**src/rtl/tour_cmd_seq.sv**
```systemverilog
// Knight's-tour command sequencer: turns each stored one-hot move into a horizontal and a
// vertical robot command, with UART pass-through in IDLE. Define TOUR_CMD_WDOG_EN for the MV-state watchdog.
module tour_cmd_seq #(
  parameter int         NUM_MOVES = 24,
  parameter int         IDX_W     = $clog2(NUM_MOVES),
  parameter int         WDOG_CYC  = 2**20,
  parameter logic [7:0] HDG_N     = 8'h00,
  parameter logic [7:0] HDG_E     = 8'hBF,
  parameter logic [7:0] HDG_S     = 8'h7F,
  parameter logic [7:0] HDG_W     = 8'h3F
) (
  input  logic             clk,
  input  logic             rst,
  input  logic             start_tour,
  input  logic [7:0]       move,
  input  logic [15:0]      cmd_UART,
  input  logic             cmd_rdy_UART,
  input  logic             clr_cmd_rdy,
  input  logic             send_resp,
  output logic [IDX_W-1:0] mv_indx,
  output logic [15:0]      cmd,
  output logic             cmd_rdy,
  output logic [7:0]       resp,
  output logic             tour_busy,
  output logic             tour_done,
  output logic [1:0]       tour_err
);

  typedef enum logic [2:0] {
    S_IDLE    = 3'd0,
    S_FETCH   = 3'd1,
    S_L1_LOAD = 3'd2,
    S_L1_MV   = 3'd3,
    S_L2_LOAD = 3'd4,
    S_L2_MV   = 3'd5
  } state_t;

  localparam logic [3:0]       OP_H      = 4'b0010;
  localparam logic [3:0]       OP_V      = 4'b0011;
  localparam logic [1:0]       ERR_NONE  = 2'd0;
  localparam logic [1:0]       ERR_MOVE  = 2'd1;
  localparam logic [1:0]       ERR_WDOG  = 2'd2;
  localparam logic [7:0]       RESP_UART = 8'hA5;
  localparam logic [7:0]       RESP_TOUR = 8'h5A;
  localparam logic [IDX_W-1:0] LAST_IDX  = IDX_W'(NUM_MOVES - 1);

  state_t           r_state;
  logic [IDX_W-1:0] r_indx;
  logic [15:0]      r_cmd;
  logic             r_cmd_rdy;
  logic             r_done;
  logic [1:0]       r_err;
  logic [7:0]       r_move;
  logic             w_in_mv;
  logic             w_wdog_exp;

  function automatic logic is_one_hot(input logic [7:0] m);
    return (m != 8'h00) && ((m & (m - 8'h01)) == 8'h00);
  endfunction

  function automatic logic [15:0] horiz_cmd(input logic [7:0] m);
    case (m)
      8'h01, 8'h10: horiz_cmd = {OP_H, HDG_W, 4'd1};
      8'h02, 8'h20: horiz_cmd = {OP_H, HDG_E, 4'd1};
      8'h04, 8'h08: horiz_cmd = {OP_H, HDG_W, 4'd2};
      8'h40, 8'h80: horiz_cmd = {OP_H, HDG_E, 4'd2};
      default:      horiz_cmd = {OP_H, HDG_N, 4'd0};
    endcase
  endfunction

  function automatic logic [15:0] vert_cmd(input logic [7:0] m);
    case (m)
      8'h01, 8'h02: vert_cmd = {OP_V, HDG_N, 4'd2};
      8'h04, 8'h80: vert_cmd = {OP_V, HDG_N, 4'd1};
      8'h08, 8'h40: vert_cmd = {OP_V, HDG_S, 4'd1};
      8'h10, 8'h20: vert_cmd = {OP_V, HDG_S, 4'd2};
      default:      vert_cmd = {OP_V, HDG_N, 4'd0};
    endcase
  endfunction

  assign w_in_mv = (r_state == S_L1_MV) || (r_state == S_L2_MV);

`ifdef TOUR_CMD_WDOG_EN
  localparam int WDOG_W = (WDOG_CYC > 1) ? $clog2(WDOG_CYC) : 1;
  logic [WDOG_W-1:0] r_wdog;

  assign w_wdog_exp = w_in_mv && (r_wdog == WDOG_W'(WDOG_CYC - 1));

  // Response watchdog: zero outside MV states, so it restarts on every MV entry.
  always_ff @(posedge clk or posedge rst) begin
    if (rst) begin
      r_wdog <= '0;
    end else if (w_in_mv && !send_resp && !w_wdog_exp) begin
      r_wdog <= r_wdog + WDOG_W'(1);
    end else begin
      r_wdog <= '0;
    end
  end
`else
  assign w_wdog_exp = 1'b0;
`endif

  // Tour sequencer: the move is latched in FETCH so both legs come from one stable value.
  always_ff @(posedge clk or posedge rst) begin
    if (rst) begin
      r_state   <= S_IDLE;
      r_indx    <= '0;
      r_cmd     <= 16'h0000;
      r_cmd_rdy <= 1'b0;
      r_done    <= 1'b0;
      r_err     <= ERR_NONE;
      r_move    <= 8'h00;
    end else begin
      r_done <= 1'b0;
      case (r_state)
        S_IDLE: begin
          r_cmd_rdy <= 1'b0;
          if (start_tour) begin
            r_indx  <= '0;
            r_err   <= ERR_NONE;
            r_state <= S_FETCH;
          end
        end
        S_FETCH: begin
          if (is_one_hot(move)) begin
            r_move    <= move;
            r_cmd     <= horiz_cmd(move);
            r_cmd_rdy <= 1'b1;
            r_state   <= S_L1_LOAD;
          end else begin
            r_err   <= ERR_MOVE;
            r_state <= S_IDLE;
          end
        end
        S_L1_LOAD: begin
          if (clr_cmd_rdy) begin
            r_cmd_rdy <= 1'b0;
            r_state   <= S_L1_MV;
          end
        end
        S_L1_MV: begin
          if (send_resp) begin
            r_cmd     <= vert_cmd(r_move);
            r_cmd_rdy <= 1'b1;
            r_state   <= S_L2_LOAD;
          end else if (w_wdog_exp) begin
            r_err     <= ERR_WDOG;
            r_cmd_rdy <= 1'b0;
            r_state   <= S_IDLE;
          end
        end
        S_L2_LOAD: begin
          if (clr_cmd_rdy) begin
            r_cmd_rdy <= 1'b0;
            r_state   <= S_L2_MV;
          end
        end
        S_L2_MV: begin
          if (send_resp) begin
            if (r_indx == LAST_IDX) begin
              r_done  <= 1'b1;
              r_state <= S_IDLE;
            end else begin
              r_indx  <= r_indx + IDX_W'(1);
              r_state <= S_FETCH;
            end
          end else if (w_wdog_exp) begin
            r_err     <= ERR_WDOG;
            r_cmd_rdy <= 1'b0;
            r_state   <= S_IDLE;
          end
        end
        default: begin
          r_cmd_rdy <= 1'b0;
          r_state   <= S_IDLE;
        end
      endcase
    end
  end

  assign tour_busy = (r_state != S_IDLE);
  assign mv_indx   = r_indx;
  assign tour_done = r_done;
  assign tour_err  = r_err;
  assign cmd       = tour_busy ? r_cmd     : cmd_UART;
  assign cmd_rdy   = tour_busy ? r_cmd_rdy : cmd_rdy_UART;
  assign resp      = tour_busy ? RESP_TOUR : RESP_UART;

endmodule

```
**config.mk**
```make
export PLATFORM = sky130hd
export DESIGN_NAME = tour_cmd_seq
export DESIGN_NICKNAME = d
export VERILOG_FILES = /design/src/rtl/tour_cmd_seq.sv
export SDC_FILE = /design/constraint.sdc
export NUM_CORES = 1
export LEC_CHECK = 0
export CORE_ASPECT_RATIO = 0.8
export CORE_MARGIN = 5
export CORE_UTILIZATION = 45
export DETAILED_ROUTE_END_ITERATION = 6
export PLACE_DENSITY_LB_ADDON = 0.08
export SKIP_LAST_GASP = 1
export SLEW_MARGIN = 5
export SYNTH_ARGS = -nofsm -noshare
export SYNTH_HDL_FRONTEND = slang
export SYNTH_SLANG_ARGS = --single-unit
```
**constraint.sdc**
```tcl
create_clock -name clk -period 2.8 [get_ports clk]
set_clock_uncertainty 0.1 [all_clocks]
set_input_delay 0.28 -clock clk [delete_from_list [all_inputs] [get_ports clk]]
set_output_delay 0.28 -clock clk [all_outputs]
set_load 0.03 [all_outputs]
```
==> results.toml <==
[setup_path]
regToRegStartpoint = "mv_indx[0]"
crit_chain = "or3_1 > inv_1 > buf_4 > mux2_2 > dlygate4sd2_1"
reg2regPathDepth = 6
crit_path_top_delay_cell = "or3_1"
r2r_slack_ns = 0.87
timing.rr.end = "mv_indx[3]"
setup.worst_path.start = "r_state[2]"
crit_required_ns = 2.42
endpoint = "cmd[13]"
critPathKind = "reg2out"
max_stage_delay_ns = 0.48
crit_path_end_kind = "output port"
critPathArrivalTime_ns = 2.20
path_max_fanout = 25
worstSetupStartpointType = "flip-flop"

[cts]
clk_latency_ns = 0.27
cts.path.max_buffers = 2
cts_tree = "built"
hold_buffers = 0
clk_pin_slew_ns = 0.09
cts.sinks = 26
cts-buffers-inserted = 3
cts_htree_levels = 1
clock_tree.root_cell = "clkbuf_8"

[timing]
tns_ns = 0
rsz0062_at_grt = "false"
min_period_ns = 2.58
setup_viol = 0
hold_viol = 0
max_freq_mhz = 387
holdWs_ns = 0.263
final_max_slew_viol_count = 0
timing.final.crit_share = 0.922

[routing]
drt_iter0_drc = 140
wire_per_inst_um = 14.7
drc = 0
drt_pass1_iterations = 4
viasPerCell = 5.29
ant_nets = 0
vias = 1710
drt_wl_total_um = 4730

[placed_design]
dp.cells = 319
gp_congestion = 0.829
place_area_mm2 = 0.00247
dp_hpwl_um = 3770
port_buffers = 62

[final_layout]
stdcell_area_mm2 = 0.00253
fillers = 360
multi_input_area_mm2 = 0.00101
nNetsFinal = 300
antenna_cells = 0
areaGrowthSynthToFinish_pct = 38.5
layout-drive-gt1-share = 0.146
stdcell_count = 323
regArea_um2 = 651
postLayoutCoreUtil = 0.658

[synthesis]
yosys_most_used_dff = "dfrtp_1"
syn_area_mm2 = 0.00183
postSynthCellCount = 212
netlist_top_cells_count = "26 x dfrtp_1, 23 x o21ai_0, 18 x nand2_1"
synth_seq_cells = 26
synth_cell_types = 43
synthArstFlopShare = 1.00
syn_area_per_cell_um2 = 8.63
synth.most_common_cell = "dfrtp_1"
synth_top_area_frac = 0.355
ys_seq_area_frac = 0.355
synth_top_cell_by_area = "dfrtp_1"
synth_enable_flop_cells = 0
yosys_warnings = 0
synth_area_leaders = "dfrtp_1 36%, o21ai_0 6.3%, mux2_2 6.2%"
synth_nets = 243

[min_path]
hp-class = "in2async"

[global_routing]
first_global_vias = 1566
grt_pass1_wl_um = 7670
grt_usage = 0.180
antenna_found_initial = 0
grt_max_degree = 27
grt_overflow = 0

[power]
vdd_ir_drop_max_uv = 511
p_leak_uw = 0.00116
power.density_mw_per_mm2 = 972

[floorplan]
dieWidth_um = 81.3
row_count = 20
fp.coreArea_mm2 = 0.00385
ios = 64
initial_core_util = 0.475
dieHeight_um = 67.0
die_area_mm2 = 0.00545

[status]
outcome = "complete, no violations"

[flow_run]
maxCapViolations = 0
## placed cells by master, fill, tap and decap left out, drive strengths merged, types with 5 or more instances in the layout
cell type       n
nand3           6
a21oi          11
dfrtp          26
xor2            5
nor2           15
o31ai           6
nand2          18
inv             8
o21ai          24
clkdlybuf4s50  45
a21o            8
nor3            5
and2            6
buf            17
mux2           14
dlygate4sd2    11
## worst min path at each step
stage | cells past startpoint | to
2_1_floorplan | 1 | mv_indx[0]
3_3_place_gp | 1 | r_cmd[13]
3_5_place_dp | 1 | r_cmd[12]
4_1_cts | 3 | mv_indx[1]
5_1_grt | 3 | mv_indx[1]
6_report | 3 | mv_indx[1]
## per-stage QoR
step                      worst slack [ns]  power [µW]
final                                0.218        2460
after floorplan                      0.322        1700
after global placement               0.123        2220
after global routing                0.0867        2620
after detailed placement           -0.0230        2250
after CTS                           0.0870        2480
## worst max-delay path, delay by kind of cell (launching register included)
| family | cells | cell delay (ns) |
|---|---|---|
| and+or+nand+nor | 1 | 0.48 |
| DFF | 1 | 0.40 |
| muxes | 1 | 0.36 |
| buffers and inverters | 3 | 0.68 |
## what timing repair did
item                                    4_1_cts  5_1_grt
pin swaps                                     0        0
resized for setup                            11        3
buffers inserted                              0        0
endpoints found under the setup margin       11        4
## state kept, by name, indices dropped and copies added (netlist names)
signal,count
r_move,8
r_cmd,7
mv_indx,5
r_state,3
r_cmd_rdy,1
tour_done,1
tour_err,1
## power by group
group | internal (µW) | total [µW] | switching [µW]
Combinational | 648 | 1570 | 923
Sequential | 479 | 578 | 99.7
Clock | 191 | 314 | 123
## per-layer routing
layer / vias up / GRT usage / share of wire / routed length, µm
met4: 0 / 0.0253 / 0.0049 / 23
li1: 851 / - / - / -
met2: 65 / 0.266 / 0.41 / 1960
met3: 4 / 0.0568 / 0.11 / 498
met5: - / 0 / 0 / 0
met1: 790 / 0.260 / 0.48 / 2250
## cell families (layout without fill, tap and decap cells)
| family | after synthesis | after routing | synth area share |
|---|---|---|---|
| simple gates | 69 | 69 | 0.194 |
| mux | 15 | 15 | 0.0998 |
| compound gates | 61 | 61 | 0.210 |
| xor+xnor | 8 | 8 | 0.0383 |
| flops | 26 | 26 | 0.355 |
| buf+inv | 31 | 87 | 0.0936 |
| fa+ha+maj | 1 | 1 | 0.00683 |
| other cells | 1 | 1 | 0.00205 |
## area by class of cell
cell class                      instances  area share
Sequential cell                        26       0.257
Clock inverter                          1      0.0118
Clock buffer                            3      0.0163
Multi-Input combinational cell        155       0.400
Tap cell                               55      0.0271
Timing Repair Buffer                   75       0.276
Inverter                                8      0.0118
Power figures use the tool's default switching activity.
